===== config.mk =====
export PLATFORM = sky130hd
export DESIGN_NAME = fib_result_bcd
export DESIGN_NICKNAME = d
export VERILOG_FILES = /design/src/rtl/fib_pkg.sv /design/src/rtl/bcd_dabble_step.sv /design/src/rtl/fib_result_bcd.sv
export SDC_FILE = /design/constraint.sdc
export NUM_CORES = 1
export LEC_CHECK = 0
export BUFFER_PORTS_ARGS = -buffer_cell sky130_fd_sc_hd__buf_2
export CORE_ASPECT_RATIO = 1.75
export CORE_MARGIN = 3
export CORE_UTILIZATION = 45
export CTS_CLUSTER_SIZE = 16
export DETAILED_ROUTE_END_ITERATION = 8
export GPL_TIMING_DRIVEN = 0
export PLACE_DENSITY = 0.66
export SLEW_MARGIN = 20
export SYNTH_ARGS = -nofsm -noshare
export SYNTH_HDL_FRONTEND = slang
export SYNTH_SLANG_ARGS = --single-unit

===== constraint.sdc =====
create_clock -name clk -period 2.5 [get_ports clk]
set_input_delay 0.5 -clock clk [delete_from_list [all_inputs] [get_ports clk]]
set_output_delay 0.5 -clock clk [all_outputs]
set_load 0.05 [all_outputs]

===== src/rtl/fib_pkg.sv =====
// Shared types and constants for the Fibonacci result BCD converter.
// Holds default widths, the converter state encoding, the captured status
// record and the per-digit double-dabble adjust helper.
package fib_pkg;

    localparam int FIB_DATA_WIDTH  = 64;
    localparam int FIB_ORDER_WIDTH = 16;
    localparam int FIB_BCD_DIGITS  = 20;

    typedef enum logic [1:0] {
        IDLE  = 2'd0,
        SHIFT = 2'd1,
        HOLD  = 2'd2
    } bcd_state_t;

    typedef struct packed {
        logic error;
        logic overflow;
    } fib_status_t;

    // Double-dabble correction: a digit of 5 or more gets 3 added so that the
    // following left shift carries correctly into the next decimal digit.
    function automatic logic [3:0] dabble_adjust(input logic [3:0] digit);
        logic [3:0] adj;
        if (digit >= 4'd5) begin
            adj = digit + 4'd3;
        end else begin
            adj = digit;
        end
        return adj;
    endfunction

endpackage


===== src/rtl/bcd_dabble_step.sv =====
// One double-dabble iteration: adjust every BCD digit, then shift the whole
// accumulator left by one with bit_in entering digit 0. The carry out of the
// top digit is discarded; DIGITS is sized so it is always zero.
module bcd_dabble_step
    import fib_pkg::*;
#(
    parameter int DIGITS = FIB_BCD_DIGITS
) (
    input  logic [4*DIGITS-1:0] bcd_in,
    input  logic                bit_in,
    output logic [4*DIGITS-1:0] bcd_out
);

    logic       carry_s;
    logic [3:0] digit_s;

    // Adjust each digit and chain its MSB into the next digit's LSB.
    always_comb begin
        bcd_out = '0;
        carry_s = bit_in;
        digit_s = 4'd0;
        for (int i = 0; i < DIGITS; i++) begin
            digit_s            = dabble_adjust(bcd_in[4*i +: 4]);
            bcd_out[4*i +: 4]  = {digit_s[2:0], carry_s};
            carry_s            = digit_s[3];
        end
    end

endmodule


===== src/rtl/fib_result_bcd.sv =====
// Captures each finished Fibonacci result on the rising edge of done and
// converts it to packed BCD with one double-dabble step per clock, then
// presents the record over a valid/ready handshake. Results flagged with
// error or overflow skip conversion and are returned with a zero value.
// Optional statistics counters are enabled with FIB_BCD_STATS_EN.
module fib_result_bcd
    import fib_pkg::*;
#(
    parameter int DATA_WIDTH  = FIB_DATA_WIDTH,
    parameter int ORDER_WIDTH = FIB_ORDER_WIDTH,
    parameter int DIGITS      = FIB_BCD_DIGITS
) (
    input  logic                   clk,
    input  logic                   reset_n,
    input  logic                   done,
    input  logic                   error,
    input  logic                   overflow,
    input  logic [ORDER_WIDTH-1:0] order,
    input  logic [DATA_WIDTH-1:0]  data_in,
    input  logic                   bcd_ready,
    output logic                   bcd_valid,
    output logic [4*DIGITS-1:0]    bcd_out,
    output logic [ORDER_WIDTH-1:0] out_order,
    output logic                   out_error,
    output logic                   out_overflow,
    output logic                   busy,
    output logic                   dropped
`ifdef FIB_BCD_STATS_EN
    ,
    output logic [15:0]            drop_count,
    output logic [15:0]            err_count,
    output logic [15:0]            ovf_count
`endif
);

    localparam int            CW       = $clog2(DATA_WIDTH + 1);
    localparam logic [CW-1:0] CNT_LOAD = CW'(DATA_WIDTH);
    localparam logic [CW-1:0] CNT_ONE  = CW'(1);

    bcd_state_t             state_r;
    logic                   done_q_r;
    logic [DATA_WIDTH-1:0]  bin_r;
    logic [4*DIGITS-1:0]    acc_r;
    logic [4*DIGITS-1:0]    step_s;
    logic [CW-1:0]          cnt_r;
    fib_status_t            status_s;
    logic                   capture_ev_s;
    logic                   can_take_s;
    logic                   take_s;
    logic                   drop_s;

    assign status_s     = '{error: error, overflow: overflow};
    assign capture_ev_s = done & ~done_q_r;
    // A new result fits only when idle or when the held record leaves this cycle.
    assign can_take_s   = (state_r == IDLE) | ((state_r == HOLD) & bcd_ready);
    assign take_s       = capture_ev_s & can_take_s;
    assign drop_s       = capture_ev_s & ~can_take_s;

    bcd_dabble_step #(
        .DIGITS (DIGITS)
    ) u_step (
        .bcd_in  (acc_r),
        .bit_in  (bin_r[DATA_WIDTH-1]),
        .bcd_out (step_s)
    );

    // Converter FSM: capture, iterative conversion and output hold.
    always_ff @(posedge clk) begin
        if (reset_n) begin
            state_r      <= IDLE;
            done_q_r     <= 1'b0;
            bin_r        <= '0;
            acc_r        <= '0;
            cnt_r        <= '0;
            bcd_valid    <= 1'b0;
            bcd_out      <= '0;
            out_order    <= '0;
            out_error    <= 1'b0;
            out_overflow <= 1'b0;
            busy         <= 1'b0;
            dropped      <= 1'b0;
        end else begin
            done_q_r <= done;
            dropped  <= drop_s;
            if (take_s) begin
                out_order    <= order;
                out_error    <= status_s.error;
                out_overflow <= status_s.overflow;
                busy         <= 1'b1;
                if (status_s.error | status_s.overflow) begin
                    // Flagged results are not meaningful numbers; report zero.
                    state_r   <= HOLD;
                    bcd_out   <= '0;
                    bcd_valid <= 1'b1;
                end else begin
                    state_r   <= SHIFT;
                    bin_r     <= data_in;
                    acc_r     <= '0;
                    cnt_r     <= CNT_LOAD;
                    bcd_valid <= 1'b0;
                end
            end else begin
                case (state_r)
                    IDLE: begin
                        state_r <= IDLE;
                    end
                    SHIFT: begin
                        acc_r <= step_s;
                        bin_r <= {bin_r[DATA_WIDTH-2:0], 1'b0};
                        cnt_r <= cnt_r - CNT_ONE;
                        if (cnt_r == CNT_ONE) begin
                            state_r   <= HOLD;
                            bcd_out   <= step_s;
                            bcd_valid <= 1'b1;
                        end
                    end
                    HOLD: begin
                        if (bcd_ready) begin
                            state_r   <= IDLE;
                            bcd_valid <= 1'b0;
                            busy      <= 1'b0;
                        end
                    end
                    default: begin
                        state_r   <= IDLE;
                        bcd_valid <= 1'b0;
                        busy      <= 1'b0;
                    end
                endcase
            end
        end
    end

`ifdef FIB_BCD_STATS_EN
    // Saturating event counters for dropped results and captured flags.
    always_ff @(posedge clk) begin
        if (reset_n) begin
            drop_count <= 16'h0000;
            err_count  <= 16'h0000;
            ovf_count  <= 16'h0000;
        end else begin
            if (drop_s && (drop_count != 16'hFFFF)) begin
                drop_count <= drop_count + 16'd1;
            end
            if (take_s && status_s.error && (err_count != 16'hFFFF)) begin
                err_count <= err_count + 16'd1;
            end
            if (take_s && status_s.overflow && (ovf_count != 16'hFFFF)) begin
                ovf_count <= ovf_count + 16'd1;
            end
        end
    end
`endif

endmodule


==> results of run 1 <==
-- where the power goes --
group	internal, µW	total, µW	switching [µW]
registers	4180	4250	69.3
logic	299	933	634
clock network	2020	3610	1590
-- per-stage QoR --
stage | cell area [µm²] | setup TNS [ns]
2_1_floorplan | 11500 | 0
3_3_place_gp | 12800 | -0.0213
3_5_place_dp | 12800 | -0.0209
4_1_cts | 13500 | 0
5_1_grt | 13500 | 0
6_report | 13500 | 0
-- tightest hold or removal path, delay by kind of cell --
| family | cells | cell delay [ns] |
|---|---|---|
| buffers and inverters | 1 | 0.09 |
| AOI/OAI and AO/OA | 1 | 0.05 |
| and+or+nand+nor | 1 | 0.04 |
-- area by class of cell --
cell class	instances	area (µm²)
clock buffers	36	656
plain buffers	100	487
well taps	312	390
fillers	2370	11300
clock inverters	5	86.3
multi-input cells	916	5640
flip-flops and latches	255	5100
repair buffers	186	931
inverters	65	244
-- layer usage --
metal	part of all wire	wire, µm	up-vias
li1	-	-	5143
met1	0.39	12800	4977
met2	0.52	17400	276
met3	0.052	1720	73
met4	0.038	1260	0
met5	0	0	-
-- layout by cell type (no fill, tap or decap), drive strengths merged, types with 25 or more instances in the layout --
cell type | Yosys | final
clkbuf | 53 | 89
dfxtp | 255 | 255
o22ai | 78 | 78
ha | 42 | 42
nand2 | 185 | 185
a22o | 39 | 39
nand3 | 25 | 25
a21oi | 149 | 149
a211oi | 63 | 63
inv | 65 | 65
or3 | 43 | 43
nor2 | 92 | 92
buf | 47 | 233
-- sequential cells by signal (all words and copies together), names as in the netlist --
name,cells
acc_r,80
bcd_out,80
state_r,2
bcd_valid,1
busy,1
out_order,16
cnt_r,7
out_overflow,1
out_error,1
dropped,1
bin_r,64
done_q_r,1
-- final timing paths --
check | from | to | cells past startpoint
hold / removal | order[4] | out_order[4] | 3
setup reg to reg | cnt_r[1] | bcd_out[16] | 7
setup / recovery | cnt_r[1] | bcd_out[16] | 7
hold reg to reg | out_order[4] | out_order[4] | 2
-- kinds of logic after synthesis --
logic type / share of synthesized area
AOI/OAI and AO/OA: 0.250
and+or+nand+nor: 0.166
DFF: 0.445
buffers and inverters: 0.0637
adders and majority gates: 0.0458
xor gates and xnor gates: 0.0298
muxes: 0.000872
==> summary.md, run 1 <==
| Metric | Value |
|---|---|
| Crit path cell chain | `inv_1 > ha_1 > nor2b_1 > and3_1 > o21ai_1 > clkbuf_1 > o22ai_1` |
| Setup violators final | `0` |
| Cells after synthesis | `1336` |
| Nets@finish | `1676` |
| Final core occ | `0.546` |
| PortBufs | `186` |
| Top cell type's share of synthesized area | `0.445` |
| RSZ-0062 raised after global routing | `false` |
| Total setup buffers inserted after CTS | `0` |
| Mapped Nets | `between 1000 and 1500` |
| Grt total ovfl | `0` |
| Worst path buffer plus inverter count | `2` |
| Post-Place Setup Slack | `-0.0209 ns` |
| Slew HR | `0.523` |
| Post-synthesis cell type count | `55` |
| H-tree level count | `1` |
| Top FF cell, synth | `dfxtp_1` |
| CP delay by family, top | `compound AO/OA/AOI/OAI gates` |
| Pin count of the biggest net entering global routing | `15` |
| Syn_area_per_cell | `around 8.6 µm²` |
| CP endpoint kind | `flip-flop` |
| Peak VDD IR | `approximately 0.53 mV` |
| # rows | `76` |
| Synth area leaders | `dfxtp_1 44%, a21oi_1 6.5%, nand2_1 6.0%, ha_1 4.6%, a211oi_1 4.1%` |
| Number of flops mapped to enable cells by yosys | `0` |
| Post-placement cell count | `1834` |
| M2 GR Usage | `0.441` |
| WHS | `between 0.15 and 0.2 ns` |
| CP max stage delay | `0.50 ns` |
| Die W | `127 µm` |
| DR vias | `10500` |
| Pleak | `around 0.0054 µW` |
| Yosys top cell by area | `dfxtp_1` |
| Final WS setup | `roughly 0.12 ns` |
| CTS tree | `yes` |
| Worst slew pin tran | `between 0.7 and 0.8 ns` |
| M3 GR Usage | `0.0319` |
| Die area | `approximately 0.028 mm²` |
| #FFs+latches synth | `~260` |
| R2R Setup Slk | `~0.12 ns` |
| Most common cell in the synthesized netlist | `dfxtp_1` |
| Register area share after synthesis | `0.445` |
| Tcrit/Tclk final | `0.954` |
| CP Class | `flip-flop to flip-flop` |
| Cts repair resizes | `0` |
| Number of iterations in the first detailed-routing pass | `5` |
| Fin cells | `1875` |
| Die height | `roughly 220 µm` |
| Vias in the first global route | `about 11000` |
| Met1 usage | `0.259` |
| Share of post-route cells with drive strength above 1 | `0.179` |
| Cts hold-fix bufs | `0` |
| Vias per cell | `between 5 and 6` |
| Async SR Flop Fraction | `0` |
| DRC | `0` |
| CP max stage cell | `o21ai_1` |
| # diodes | `0` |
| WL final | `33.2 mm` |
| DRT iter0 DRCs | `440` |
| WL per Instance | `~18 µm` |
| Clk pin slew, worst setup/hold paths | `about 0.070 ns` |
| Hold Fails Final Rpt | `0` |
| Clock Path Buffers | `3` |
| Startpoint Class | `flip-flop` |
| Max Cap Viol | `0` |
| Synth top cells by count | `255 x dfxtp_1, 184 x nand2_1, 149 x a21oi_1` |
| Post-DP HPWL | `approximately 24 mm` |
| CORE AREA | `roughly 0.025 mm²` |
| CP max FO | `10` |
| Fmax | `around 420 MHz` |
| Critical Path RT | `between 2 and 3 ns` |
| IO Count | `approximately 190` |
| Min Tclk post-route | `2.38 ns` |
| Crit path arrival time | `2.78 ns` |
| CTS Buf Count | `24` |
| GRT busiest layer | `met2` |
| HP Class | `input port to flip-flop` |
| CTS Root Cell | `clkbuf_16` |
| Slew Viols, Final | `0` |
| Post-Route Skew | `about 0.018 ns` |
| Power Total | `8790 µW` |
| Cell area after synthesis | `roughly 0.011 mm²` |
| Pwr/cell area | `between 600 and 700 mW/mm²` |
| Clk_lat worst skew | `0.54 ns` |
| Status | `finished, final reports clean` |
| Routability cong. | `approximately 0.84` |
| Remaining antenna violation count | `0` |
| Global-route wire length before repair | `52.8 mm` |
| Antenna violations before repair | `0` |
| Gr usage total | `0.234` |
| Synth Warn # | `0` |
| Starting Density | `0.462` |
| Syn-to-layout area delta | `18.0%` |
| Clock sinks | `around 260` |
Power figures use the tool's default switching activity.
==> run 2, diff against run 1 <==
--- a/config.mk
+++ b/config.mk
@@ -5,10 +5,11 @@
 export SDC_FILE = /design/constraint.sdc
 export NUM_CORES = 1
 export LEC_CHECK = 0
-export BUFFER_PORTS_ARGS = -buffer_cell sky130_fd_sc_hd__buf_2
+export BUFFER_PORTS_ARGS = -buffer_cell sky130_fd_sc_hd__buf_4
 export CORE_ASPECT_RATIO = 1.75
 export CORE_MARGIN = 3
 export CORE_UTILIZATION = 45
+export CTS_BUF_LIST = sky130_fd_sc_hd__clkbuf_16
 export CTS_CLUSTER_SIZE = 16
 export DETAILED_ROUTE_END_ITERATION = 8
 export GPL_TIMING_DRIVEN = 0
==> constraint.sdc (replaced) <==
create_clock -name clk -period 2.6 [get_ports clk]
set_input_delay 0.52 -clock clk [delete_from_list [all_inputs] [get_ports clk]]
set_output_delay 0.52 -clock clk [all_outputs]
set_load 0.05 [all_outputs]
==> summary.md, run 2 (synthesized netlist as in run 1, its figures left out) <==
| Metric | Value |
|---|---|
| Setup violators final | `0 (unchanged)` |
| Cts hold-fix bufs | `0 (unchanged)` |
| Biggest regs | `acc_r x80, bcd_out x80, bin_r x64 (unchanged)` |
| CP Class | `flip-flop to flip-flop (unchanged)` |
| Hold Fails Final Rpt | `0 (unchanged)` |
| CP max stage cell | `o21ai_1 (unchanged)` |
| Number of iterations in the first detailed-routing pass | `7 (was 5)` |
| Setup TNS Final | `0 ns (unchanged)` |
| Reg2Reg Launch Point | `cnt_r[1] (unchanged)` |
| Clk pin slew, worst setup/hold paths | `0.06 ns (was 0.07 ns)` |
| CP endpoint kind | `flip-flop (unchanged)` |
| PortBufs | `186 (unchanged)` |
| Crit path cell chain | `inv_1 > ha_1 > nor2b_1 > and3_1 > o21ai_1 > clkbuf_1 > o22ai_1 (unchanged)` |
| Tcrit/Tclk final | `0.908 (was 0.954)` |
| # rows | `76 (unchanged)` |
| CP max stage delay | `0.53 ns (was 0.50 ns)` |
| Most frequent cells in the layout | `255 x dfxtp_1, 197 x buf_4, 184 x nand2_1 (was 255 x dfxtp_1, 212 x buf_2, 184 x nand2_1)` |
| Startpoint Class | `flip-flop (unchanged)` |
| CTS Buf Count | `25 (was 24)` |
| Most common cell after layout, fill and taps aside | `dfxtp_1 (unchanged)` |
| Clk_lat worst skew | `0.53 ns (was 0.54 ns)` |
| Pleak | `0.00547 µW (was 0.00536 µW)` |
| Critical Path RT | `3.00 ns (was 2.90 ns)` |
| Power Total | `8510 µW (was 8790 µW)` |
| Vias in the first global route | `10600 (was 10500)` |
| Cts repair resizes | `0 (unchanged)` |
| Pin count of the biggest net entering global routing | `15 (unchanged)` |
| CTS tree | `yes (unchanged)` |
| Worst setup path start | `cnt_r[1] (unchanged)` |
| CORE AREA | `0.0248 mm² (unchanged)` |
| RSZ-0062 raised after global routing | `false (unchanged)` |
| Crit path arrival time | `2.76 ns (was 2.78 ns)` |
| Clock sinks | `255 (unchanged)` |
| Min Tclk post-route | `2.36 ns (was 2.38 ns)` |
| IO Count | `187 (unchanged)` |
| Fin cells | `1879 (was 1875)` |
| Nets@finish | `1677 (was 1676)` |
| Global-route wire length before repair | `53.6 mm (was 52.8 mm)` |
| Max Cap Viol | `0 (unchanged)` |
| Die height | `217 µm (unchanged)` |
| DR vias | `10400 (was 10500)` |
| Slew Viols, Final | `0 (unchanged)` |
| WL final | `33.4 mm (was 33.2 mm)` |
| DRT iter0 DRCs | `442 (was 440)` |
| Worst slew pin tran | `0.742 ns (was 0.716 ns)` |
| Gr usage total | `0.237 (was 0.234)` |
| Peak VDD IR | `0.583 mV (was 0.535 mV)` |
| Pwr/cell area | `607 mW/mm² (was 649 mW/mm²)` |
| Grt total ovfl | `0 (unchanged)` |
| CP max FO | `10 (unchanged)` |
| Total setup buffers inserted after CTS | `0 (unchanged)` |
| Vias per cell | `5.53 (was 5.58)` |
| HP Class | `input port to flip-flop (unchanged)` |
| Slew HR | `0.505 (was 0.523)` |
| CTS Root Cell | `clkbuf_16 (unchanged)` |
| Clock Path Buffers | `3 (unchanged)` |
| Starting Density | `0.462 (unchanged)` |
| DRC | `0 (unchanged)` |
| Routability cong. | `0.814 (was 0.841)` |
| Status | `finished, final reports clean (unchanged)` |
| Die area | `0.0275 mm² (unchanged)` |
| Post-DP HPWL | `24.7 mm (was 24.4 mm)` |
| Share of post-route cells with drive strength above 1 | `0.181 (was 0.179)` |
| Post-placement cell count | `1834 (unchanged)` |
| Antenna violations before repair | `0 (unchanged)` |
| WL per Instance | `17.8 µm (was 17.7 µm)` |
| Worst Hold Launch | `order[9] (was order[4])` |
| Syn-to-layout area delta | `22.3% (was 18.0%)` |
| # diodes | `0 (unchanged)` |
| Post-Route Skew | `0.00917 ns (was 0.0176 ns)` |
| Remaining antenna violation count | `0 (unchanged)` |
| Die W | `127 µm (unchanged)` |
| Fmax | `423 MHz (was 419 MHz)` |
| H-tree level count | `1 (unchanged)` |
## run 2: cell types whose count changed in the layout (fill, tap and decap cells not counted), sizes merged
cell / delta
clkinv: +6
clkbuf: -11
clkinvlp: +1
inv: +8
## run 2: critical path, delay by kind of cell (launching register included)
| kind | cells | cell delay [ns] |
|---|---|---|
| AO/OA/AOI/OAI | 2 | 0.71 |
| adder cells (fa/ha/maj) | 1 | 0.17 |
| buffers and inverters | 2 | 0.57 |
| flip-flops | 1 | 0.35 |
| AND/OR/NAND/NOR | 2 | 0.42 |
## run 2: area by class of cell
class / count / area (µm²)
buffer: 100 / 487
clock buffer: 25 / 626
clock inverter: 20 / 143
fill: 2339 / 10800
inverter: 65 / 244
multi-input combinational: 916 / 5640
sequential: 255 / 5100
tap: 312 / 390
timing repair buffer: 186 / 1400
## run 2: layer usage
metal	vias to the layer above	wire length, µm	global-route usage
met2	265	17600	0.447
met5	-	0	0
met4	0	1050	0.0852
li1	5155	-	-
met3	60	1640	0.0381
met1	4910	13100	0.263
## run 2: worst paths after layout
| kind | endpoint | slack, ns | depth (start not counted) |
|---|---|---|---|
| worst max-delay path | bcd_out[16] | 0.24 | 7 |
| worst min-delay path | out_order[9] | 0.23 | 3 |
| worst max register to register | bcd_out[16] | 0.24 | 7 |
| worst min register to register | out_order[0] | 0.45 | 2 |
## run 2: stage by stage
stage	setup WS, ns	utilization	hold WS (ns)	cell area (µm²)
global route	0.116	0.565	0.231	14000
detailed placement	0.0765	0.534	0.447	13300
global placement	0.0540	0.534	0.442	13300
CTS	0.252	0.565	0.217	14000
floorplan	0.744	-	0.454	11500
finish	0.239	0.565	0.231	14000
## run 2: where the power goes
part	leakage [µW]	switching (µW)	internal, µW
clock	0.000404	1540	1940
sequential	0.00207	67.5	4020
combinational	0.00300	604	334
total	0.00547	2210	6300
==> run 3, diff against run 2 <==
--- a/config.mk
+++ b/config.mk
@@ -7,7 +7,7 @@
 export LEC_CHECK = 0
 export BUFFER_PORTS_ARGS = -buffer_cell sky130_fd_sc_hd__buf_4
 export CORE_ASPECT_RATIO = 1.75
-export CORE_MARGIN = 3
+export CORE_MARGIN = 5
 export CORE_UTILIZATION = 45
 export CTS_BUF_LIST = sky130_fd_sc_hd__clkbuf_16
 export CTS_CLUSTER_SIZE = 16
==> summary.md, run 3 (synthesized netlist as in run 1, its figures left out) <==
| Metric | Value |
|---|---|
| Status | `finished, final reports clean (unchanged)` |
| Slew HR | `0.468 (was 0.505)` |
| Crit path arrival time | `2.78 ns (was 2.76 ns)` |
| CTS tree | `yes (unchanged)` |
| Antenna violations before repair | `1 (was 0)` |
| WL per Instance | `18.2 µm (was 17.8 µm)` |
| CORE AREA | `0.0252 mm² (was 0.0248 mm²)` |
| CP Class | `flip-flop to flip-flop (unchanged)` |
| Critical Path RT | `2.99 ns (was 3.00 ns)` |
| Vias in the first global route | `10700 (was 10600)` |
| DR vias | `10500 (was 10400)` |
| HP Class | `input port to flip-flop (unchanged)` |
| Clock sinks | `255 (unchanged)` |
| Worst slew pin tran | `0.797 ns (was 0.742 ns)` |
| Die height | `221 µm (was 217 µm)` |
| Gr usage total | `0.231 (was 0.237)` |
| Peak VDD IR | `0.540 mV (was 0.583 mV)` |
| Grt total ovfl | `0 (unchanged)` |
| Post-Place Setup Slack | `0.0631 ns (was 0.0765 ns)` |
| Setup violators final | `0 (unchanged)` |
| Syn-to-layout area delta | `22.2% (was 22.3%)` |
| Most common cell after layout, fill and taps aside | `dfxtp_1 (unchanged)` |
| Max Cap Viol | `0 (unchanged)` |
| Worst path buffer plus inverter count | `2 (unchanged)` |
| Cell area after layout | `0.0140 mm² (about the same)` |
| PortBufs | `186 (unchanged)` |
| CP delay by family, top | `compound AO/OA/AOI/OAI gates (unchanged)` |
| Starting Density | `0.455 (was 0.462)` |
| CP max stage delay | `0.52 ns (was 0.53 ns)` |
| CP max stage cell | `clkbuf_1 (was o21ai_1)` |
| CTS Buf Count | `24 (was 25)` |
| Cts repair resizes | `0 (unchanged)` |
| Global-route wire length before repair | `54.4 mm (was 53.6 mm)` |
| IO Count | `187 (unchanged)` |
| Pwr/cell area | `609 mW/mm² (was 607 mW/mm²)` |
| Post-Route Skew | `0.00874 ns (was 0.00917 ns)` |
| CP max FO | `10 (unchanged)` |
| RSZ-0062 raised after global routing | `false (unchanged)` |
| Tcrit/Tclk final | `0.919 (was 0.908)` |
| Hold Fails Final Rpt | `0 (unchanged)` |
| CP endpoint kind | `flip-flop (unchanged)` |
| Post-DP HPWL | `25.1 mm (was 24.7 mm)` |
| Die W | `131 µm (was 127 µm)` |
| Setup TNS Final | `0 ns (unchanged)` |
| DRT iter0 DRCs | `587 (was 442)` |
| Clock Path Buffers | `3 (unchanged)` |
| Cts hold-fix bufs | `0 (unchanged)` |
| Die area | `0.0289 mm² (was 0.0275 mm²)` |
| Clk pin slew, worst setup/hold paths | `0.07 ns (was 0.06 ns)` |
| Vias per cell | `5.61 (was 5.53)` |
| Fmax | `418 MHz (was 423 MHz)` |
| Share of post-route cells with drive strength above 1 | `0.182 (was 0.181)` |
| Nets@finish | `1676 (was 1677)` |
| Crit path cell chain | `inv_1 > ha_1 > nor2b_1 > and3_1 > o21ai_1 > clkbuf_1 > o22ai_1 (unchanged)` |
| Total setup buffers inserted after CTS | `0 (unchanged)` |
| Biggest regs | `acc_r x80, bcd_out x80, bin_r x64 (unchanged)` |
| H-tree level count | `1 (unchanged)` |
| # diodes | `0 (unchanged)` |
| Min Tclk post-route | `2.39 ns (was 2.36 ns)` |
| DRC | `0 (unchanged)` |
| Startpoint Class | `flip-flop (unchanged)` |
| Routability cong. | `0.856 (was 0.814)` |
| Most frequent cells in the layout | `255 x dfxtp_1, 197 x buf_4, 184 x nand2_1 (unchanged)` |
| WL final | `34.1 mm (was 33.4 mm)` |
| CTS Root Cell | `clkbuf_16 (unchanged)` |
| Placed Area | `0.0133 mm² (about the same)` |
| Pleak | `0.00544 µW (was 0.00547 µW)` |
| Number of iterations in the first detailed-routing pass | `5 (was 7)` |
| Pin count of the biggest net entering global routing | `16 (was 15)` |
| # rows | `77 (was 76)` |
| Clk_lat worst skew | `0.53 ns (about the same)` |
| Slew Viols, Final | `0 (unchanged)` |
| Remaining antenna violation count | `0 (unchanged)` |
| Final WS setup | `0.210 ns (was 0.239 ns)` |
-- run 3: cell count changes in the layout (fill, tap and decap cells not counted), sizes merged --
| cell | previous run | this run |
|---|---|---|
| inv | 73 | 68 |
| clkinv | 9 | 10 |
| clkinvlp | 1 | 2 |
-- run 3: worst reg2reg max path: stages, from the launching register on --
cell,delay (ns)
dfxtp_1,0.34
inv_1,0.06
ha_1,0.19
nor2b_1,0.18
and3_1,0.26
o21ai_1,0.51
clkbuf_1,0.52
o22ai_1,0.19
-- run 3: final timing paths --
check,slack [ns],cells after the start,endpoint,from
setup reg to reg,0.21,7,bcd_out[16],cnt_r[1]
hold / removal,0.24,3,out_order[10],order[10]
setup / recovery,0.21,7,bcd_out[16],cnt_r[1]
hold reg to reg,0.46,2,out_order[10],out_order[10]
-- run 3: report_power, final --
part / switching, µW / internal [µW]
Clock: 1570 / 1940
Combinational: 611 / 335
Sequential: 69.2 / 4020
-- run 3: area by class of cell --
cell class	count	area, µm²
multi-input combinational	916	5640
buffer	100	487
sequential	255	5100
timing repair buffer	186	1400
clock buffer	25	626
tap	316	395
fill	2427	11200
clock inverter	17	135
inverter	65	244
-- run 3: routing by layer --
metal / vias up / routed length [µm] / global-route usage / share of wire
li1: 5147 / - / - / -
met1: 5011 / 13000 / 0.256 / 0.38
met2: 294 / 17700 / 0.420 / 0.52
met3: 89 / 1950 / 0.0401 / 0.057
met4: 2 / 1480 / 0.0990 / 0.043
met5: - / 13 / 0 / 0.00038
-- run 3: through the flow --
stage	utilization	std cells	hold slack (ns)	power, µW
CTS	0.556	1880	0.214	8610
global route	0.556	1880	0.229	8840
floorplan	-	1336	0.454	4760
detailed placement	0.526	1838	0.447	5130
global placement	0.526	1838	0.442	5110
finish	0.556	1880	0.240	8540
